`src/rtl/pulse_width_monitor_if.sv`:
```
// ============================================================================
// pulse_width_monitor_if : control, monitored-signal and result bundle
// Rev 1.0
// ============================================================================
`default_nettype none

interface pulse_width_monitor_if #(
  parameter int NUM_CH = 4,
  parameter int CNT_W  = 8,
  parameter int STAT_W = 16
);
  logic              en;
  logic [CNT_W-1:0]  min_len;
  logic [CNT_W-1:0]  max_len;
  logic [NUM_CH-1:0] sig_in;
  logic              err_clr;
  logic              stat_clr;
  logic [NUM_CH-1:0] pass_pulse;
  logic [NUM_CH-1:0] short_err;
  logic [NUM_CH-1:0] long_err;
  logic [NUM_CH-1:0] err_sticky;
  logic [STAT_W-1:0] pass_cnt;
  logic [STAT_W-1:0] fail_cnt;

  modport master (
    output en, min_len, max_len, sig_in, err_clr, stat_clr,
    input  pass_pulse, short_err, long_err, err_sticky, pass_cnt, fail_cnt
  );

  modport slave (
    input  en, min_len, max_len, sig_in, err_clr, stat_clr,
    output pass_pulse, short_err, long_err, err_sticky, pass_cnt, fail_cnt
  );
endinterface

`default_nettype wire

```
`src/rtl/pulse_width_monitor.sv`:
```
// ============================================================================
// pulse_width_monitor : per-channel pulse length classifier with sticky
// error flags and saturating pass/fail statistics.  Rev 1.0
// ============================================================================
`default_nettype none

module pulse_width_monitor #(
  parameter int NUM_CH = 4,
  parameter int CNT_W  = 8,
  parameter int STAT_W = 16
) (
  input  logic                   clk,
  input  logic                   rst,
  pulse_width_monitor_if.slave   bus
);

  localparam int c_PC_W = $clog2(NUM_CH + 1) + 1;

  typedef enum logic [1:0] {
    WAIT_LOW = 2'd0,
    IDLE     = 2'd1,
    HIGH     = 2'd2,
    OVER     = 2'd3
  } state_t;

  logic [NUM_CH-1:0] w_pass_str;
  logic [NUM_CH-1:0] w_short_str;
  logic [NUM_CH-1:0] w_long_str;

  for (genvar i = 0; i < NUM_CH; i++) begin : g_ch
    state_t           r_state, w_state_nxt;
    logic [CNT_W-1:0] r_cnt, w_cnt_nxt;
    logic [CNT_W-1:0] r_lim_min, w_lim_min_nxt;
    logic [CNT_W-1:0] r_lim_max, w_lim_max_nxt;
    logic [CNT_W:0]   w_cnt_inc;
    logic             w_pass, w_short, w_long;
    logic             r_pass, r_short, r_long;

    // One extra bit so an all-ones count against an all-ones limit cannot wrap
    assign w_cnt_inc = {1'b0, r_cnt} + {{CNT_W{1'b0}}, 1'b1};

    always_comb begin
      w_state_nxt   = r_state;
      w_cnt_nxt     = r_cnt;
      w_lim_min_nxt = r_lim_min;
      w_lim_max_nxt = r_lim_max;
      w_pass        = 1'b0;
      w_short       = 1'b0;
      w_long        = 1'b0;
      if (!bus.en) begin
        w_state_nxt = WAIT_LOW;
      end else begin
        case (r_state)
          WAIT_LOW: begin
            if (!bus.sig_in[i]) w_state_nxt = IDLE;
          end
          IDLE: begin
            if (bus.sig_in[i]) begin
              w_state_nxt   = HIGH;
              w_cnt_nxt     = {{(CNT_W-1){1'b0}}, 1'b1};
              w_lim_min_nxt = (bus.min_len == '0) ? {{(CNT_W-1){1'b0}}, 1'b1}
                                                  : bus.min_len;
              w_lim_max_nxt = bus.max_len;
            end
          end
          HIGH: begin
            if (bus.sig_in[i]) begin
              if (w_cnt_inc > {1'b0, r_lim_max}) begin
                w_long      = 1'b1;
                w_state_nxt = OVER;
              end else begin
                w_cnt_nxt = w_cnt_inc[CNT_W-1:0];
              end
            end else begin
              if (r_cnt < r_lim_min) w_short = 1'b1;
              else                   w_pass  = 1'b1;
              w_state_nxt = IDLE;
            end
          end
          OVER: begin
            if (!bus.sig_in[i]) w_state_nxt = IDLE;
          end
          default: w_state_nxt = WAIT_LOW;
        endcase
      end
    end

    always_ff @(posedge clk or posedge rst) begin
      if (rst) begin
        r_state   <= WAIT_LOW;
        r_cnt     <= '0;
        r_lim_min <= '0;
        r_lim_max <= '0;
        r_pass    <= 1'b0;
        r_short   <= 1'b0;
        r_long    <= 1'b0;
      end else begin
        r_state   <= w_state_nxt;
        r_cnt     <= w_cnt_nxt;
        r_lim_min <= w_lim_min_nxt;
        r_lim_max <= w_lim_max_nxt;
        r_pass    <= w_pass;
        r_short   <= w_short;
        r_long    <= w_long;
      end
    end

    assign w_pass_str[i]  = r_pass;
    assign w_short_str[i] = r_short;
    assign w_long_str[i]  = r_long;
  end

  function automatic logic [c_PC_W-1:0] popcount(input logic [NUM_CH-1:0] v);
    logic [c_PC_W-1:0] n;
    n = '0;
    for (int k = 0; k < NUM_CH; k++) begin
      n = n + {{(c_PC_W-1){1'b0}}, v[k]};
    end
    return n;
  endfunction

  function automatic logic [STAT_W-1:0] sat_add(input logic [STAT_W-1:0] base,
                                                 input logic [c_PC_W-1:0] inc);
    logic [STAT_W+c_PC_W-1:0] sum;
    sum = {{c_PC_W{1'b0}}, base} + {{STAT_W{1'b0}}, inc};
    if (sum > {{c_PC_W{1'b0}}, {STAT_W{1'b1}}}) return {STAT_W{1'b1}};
    return sum[STAT_W-1:0];
  endfunction

  logic [NUM_CH-1:0] r_sticky;
  logic [STAT_W-1:0] r_pass_cnt;
  logic [STAT_W-1:0] r_fail_cnt;
  logic [STAT_W-1:0] w_pass_base;
  logic [STAT_W-1:0] w_fail_base;
  logic [NUM_CH-1:0] w_err_str;

  assign w_err_str   = w_short_str | w_long_str;
  // Clearing and counting in one cycle leaves only that cycle's events
  assign w_pass_base = bus.stat_clr ? '0 : r_pass_cnt;
  assign w_fail_base = bus.stat_clr ? '0 : r_fail_cnt;

  always_ff @(posedge clk or posedge rst) begin
    if (rst) begin
      r_sticky   <= '0;
      r_pass_cnt <= '0;
      r_fail_cnt <= '0;
    end else begin
      r_sticky   <= (r_sticky & ~{NUM_CH{bus.err_clr}}) | w_err_str;
      r_pass_cnt <= sat_add(w_pass_base, popcount(w_pass_str));
      r_fail_cnt <= sat_add(w_fail_base, popcount(w_err_str));
    end
  end

  assign bus.pass_pulse = w_pass_str;
  assign bus.short_err  = w_short_str;
  assign bus.long_err   = w_long_str;
  assign bus.err_sticky = r_sticky;
  assign bus.pass_cnt   = r_pass_cnt;
  assign bus.fail_cnt   = r_fail_cnt;

endmodule

`default_nettype wire
```
`src/flat_wrapper.sv`:
```
// flat-port wrapper written by rule: the top's interface ports become plain ports
module pulse_width_monitor_flat 
#(
  parameter int NUM_CH = 4,
  parameter int CNT_W  = 8,
  parameter int STAT_W = 16
)
  (clk, rst, bus_en, bus_min_len, bus_max_len, bus_sig_in, bus_err_clr, bus_stat_clr, bus_pass_pulse, bus_short_err, bus_long_err, bus_err_sticky, bus_pass_cnt, bus_fail_cnt);
  pulse_width_monitor_if #(.NUM_CH(NUM_CH), .CNT_W(CNT_W), .STAT_W(STAT_W)) bus_i ();
  input  logic clk;
  input  logic rst;
  input wire logic [$bits(bus_i.en)-1:0] bus_en;
  input wire logic [$bits(bus_i.min_len)-1:0] bus_min_len;
  input wire logic [$bits(bus_i.max_len)-1:0] bus_max_len;
  input wire logic [$bits(bus_i.sig_in)-1:0] bus_sig_in;
  input wire logic [$bits(bus_i.err_clr)-1:0] bus_err_clr;
  input wire logic [$bits(bus_i.stat_clr)-1:0] bus_stat_clr;
  output wire logic [$bits(bus_i.pass_pulse)-1:0] bus_pass_pulse;
  output wire logic [$bits(bus_i.short_err)-1:0] bus_short_err;
  output wire logic [$bits(bus_i.long_err)-1:0] bus_long_err;
  output wire logic [$bits(bus_i.err_sticky)-1:0] bus_err_sticky;
  output wire logic [$bits(bus_i.pass_cnt)-1:0] bus_pass_cnt;
  output wire logic [$bits(bus_i.fail_cnt)-1:0] bus_fail_cnt;
  assign bus_i.en = bus_en;
  assign bus_i.min_len = bus_min_len;
  assign bus_i.max_len = bus_max_len;
  assign bus_i.sig_in = bus_sig_in;
  assign bus_i.err_clr = bus_err_clr;
  assign bus_i.stat_clr = bus_stat_clr;
  assign bus_pass_pulse = bus_i.pass_pulse;
  assign bus_short_err = bus_i.short_err;
  assign bus_long_err = bus_i.long_err;
  assign bus_err_sticky = bus_i.err_sticky;
  assign bus_pass_cnt = bus_i.pass_cnt;
  assign bus_fail_cnt = bus_i.fail_cnt;
  pulse_width_monitor #(.NUM_CH(NUM_CH), .CNT_W(CNT_W), .STAT_W(STAT_W)) u_core (.clk(clk), .rst(rst), .bus(bus_i));
endmodule
```
`config.mk`:
```
export PLATFORM = sky130hd
export DESIGN_NAME = pulse_width_monitor_flat
export DESIGN_NICKNAME = d
export VERILOG_FILES = /design/src/rtl/pulse_width_monitor_if.sv /design/src/rtl/pulse_width_monitor.sv /design/src/flat_wrapper.sv
export SDC_FILE = /design/constraint.sdc
export NUM_CORES = 1
export LEC_CHECK = 0
export ABC_AREA = 1
export CORE_MARGIN = 2
export CORE_UTILIZATION = 45
export DETAILED_ROUTE_END_ITERATION = 6
export PLACE_DENSITY = 0.74
export SYNTH_ARGS = -nofsm -noshare
export SYNTH_HDL_FRONTEND = slang
export SYNTH_SLANG_ARGS = --single-unit
export TNS_END_PERCENT = 50
```
`constraint.sdc`:
```
create_clock -name clk -period 6.93 [get_ports clk]
set_input_delay 1.0395 -clock clk [delete_from_list [all_inputs] [get_ports clk]]
set_output_delay 1.0395 -clock clk [all_outputs]
set_load 0.1 [all_outputs]
```
==> run metrics <==
outcome finished clean; reg-to-reg setup timing slack 3.58 ns; drt via density 5.110; Layout area overhead 16.15%; ys flop type dfrtp_1; die area 21440 µm²; DR iter-0 viols 432; top cells by area, synth dfrtp_1 (42%), nand2_1 (12%), ha_1 (11%); CTS tree yes; startpoint class of the critical path input port; cells on worst reg2reg path 14; Reg-to-Reg End u_core.bus.fail_cnt[14]; Hold Path Class flip-flop to flip-flop; TritonRoute pass-1 iters 5; sw frac 0.3539; initial core utilization 0.4554; Fin Setup TNS 0 ns; clk slew on worst S/H paths 0.06 ns; DRC errors left 0; crit path max fanout 27; register area 3804 µm²; VDD IR max 213.5 µV; total power 3.279 mW; leakage power 5.325 nW; share of the synthesized area in the top cell type 0.4168; reg2reg start u_core.g_ch[0].r_long; worst-skew pair later-pin latency 0.43 ns; period utilisation layout 0.5376; clock power share 0.298; Hold WS 0.4980 ns; start point of the worst hold path u_core.g_ch[1].r_lim_max[0]; WL per Instance 14.19 µm; GP Congestion 0.8666; maxcap violations 0; gr ovfl total 0; PD cells 309.3 nW/µm²; library cells used by synthesis 41; Vias 7486; final instance area 10600 µm²; internal power 2.118 mW; Highest Clock Rate 268.4 MHz; worst slack, placed 2.802 ns; share of cells above drive strength 1 0.05523; Ports 73; unrepaired setup endpoints after global routing false; Die X 146.4 µm; Post-synth EDFFs 0; Hold Path End u_core.g_ch[1].r_lim_max[0]; WP data arrival 4.03 ns; Hold-fix buffers, CTS 0; slowest stage delay, CP 0.94 ns; first-pass GRT wire length 35380 µm; setup ws final 3.205 ns; Max clock buf depth 2; core area 20040 µm²; fin util 0.5290; WHS Path Cells 1; Area after DPL 9990 µm²; syn avg cell area 8.105 µm²; max-slew violation count 0; Antenna Diode Count 0; Gate power share 0.324; H-tree levels 4; Synth area leader dfrtp_1; syn_nets 1237; Post-synth ARST share 1.000; # setup viols final 0; port bufs 72; worst-path cell chain clkdlybuf4s50_1, clkinv_4, nand2_1, inv_1, ha_1, nand3_1, nand3_1, nand4_1, nor2_1, nand3_1, nor2_1, xnor2_1, nand2_1; vias in the first global route 7278; post-route ant nets 0; dpl cells 1434; clock skew 0.007124 ns; crit-path leading delay family buffers and inverters; Post-CTS Setup Inserts 0; initial antenna violation count 0; FP Rows 52; sequential power share 0.377; Slew @ Worst Pin 1.012 ns; Post-Syn Area 9126 µm²; area of the multi-input gates 4472 µm²; sequential element share of the synthesized area 0.4168; Hold Vio Cnt, Final 0; clock root buffer clkbuf_16; Critical Path Sink Type flip-flop; Fill cells 1848; Crit-path slowest cell clkdlybuf4s50_1; routed wire length 20780 µm; Layout Nets 1294; total CTS buffers 17; # resized after CTS 0; Synth Warn # 0; Total GRT Usage 0.2055; switching pwr 1.160 mW; largest net degree at the start of global routing 93; most frequent cells in the layout nand2_1 (292), inv_1 (159), dfrtp_1 (152); non-filler cells, final 1465; synthesized flop and latch total 152; clk sinks 152; Setup Crit Path Kind input port to flip-flop; WP buf/inv 3; min cycle time layout 3.725 ns; worst rel slew slack 0.3233; die extent in y 146.4 µm; most used cell, CP nand3_1; Synth Instances 1126; required time worst endpoint 7.24 ns; Detail Placement HPWL 14990 µm; most common cell after layout, fill and taps aside nand2_1
==> synthesized netlist by cell type (2+ instances only) <==
| cell | n |
|---|---|
| a211oi_1 | 4 |
| a21o_1 | 2 |
| a21oi_1 | 33 |
| a31oi_1 | 4 |
| and3_1 | 3 |
| buf_2 | 4 |
| buf_4 | 13 |
| buf_6 | 5 |
| clkbuf_1 | 17 |
| dfrtp_1 | 152 |
| fa_1 | 4 |
| ha_1 | 82 |
| inv_1 | 160 |
| nand2_1 | 292 |
| nand2_2 | 6 |
| nand2_4 | 2 |
| nand3_1 | 58 |
| nand3_2 | 2 |
| nand3b_1 | 2 |
| nand4_1 | 31 |
| nor2_1 | 83 |
| nor2_2 | 4 |
| nor3_1 | 12 |
| nor3_4 | 2 |
| nor4_1 | 3 |
| o211ai_1 | 4 |
| o21a_1 | 15 |
| o21ai_0 | 69 |
| o21ai_2 | 7 |
| o21bai_1 | 4 |
| xnor2_1 | 13 |
| xor2_1 | 25 |
==> state kept, by name (all words and copies together), names as in the netlist <==
name,count
u_core.g_ch.r_cnt,32
u_core.g_ch.r_lim_max,32
u_core.g_ch.r_lim_min,32
u_core.bus.fail_cnt,16
u_core.bus.pass_cnt,16
u_core.g_ch.r_state,8
u_core.bus.err_sticky,4
u_core.g_ch.r_long,4
u_core.g_ch.r_pass,4
u_core.g_ch.r_short,4
==> cells by family after synthesis <==
group	count (synthesis)	synth area share
flops	152	0.4168
fa+ha+maj	86	0.1212
xor+xnor	38	0.03647
compound gates	145	0.09295
simple gates	504	0.2394
buf+inv	201	0.09323
==> metal layers <==
metal,up-vias,global-route usage,wire length (µm)
met1,3510,0.2855,9496
met3,24,0.04000,1400
met2,228,0.3325,9632
li1,3724,-,-
met5,-,0,0
met4,0,0.05291,254
==> power by group through the flow <==
stage          Sequential (mW)  Clock [mW]  Combinational, mW
3_5_place_dp              1.25           0               1.05
2_1_floorplan             1.28           0              0.765
3_3_place_gp              1.24           0               1.01
5_1_grt                   1.26        1.03               1.23
4_1_cts                   1.23       0.991               1.07
6_report                  1.24       0.978               1.06
==> worst max-delay path by stage <==
stage / startpoint / end / depth (start not counted)
floorplan: rst / u_core.bus.err_sticky[0] / 1
global placement: bus_stat_clr / u_core.bus.fail_cnt[11] / 13
detailed placement: bus_stat_clr / u_core.bus.fail_cnt[11] / 13
CTS: bus_stat_clr / u_core.bus.fail_cnt[11] / 13
global route: bus_stat_clr / u_core.bus.fail_cnt[11] / 13
finish: bus_stat_clr / u_core.bus.fail_cnt[11] / 13
==> area by class of cell <==
type	instances	area share
Multi-Input combinational cell	773	0.4219
Timing Repair Buffer	77	0.07153
Tap cell	270	0.03187
Clock inverter	10	0.01416
Sequential cell	152	0.3588
Clock buffer	21	0.04344
Inverter	162	0.05831
No activity file was read; power rests on OpenSTA's default activity.
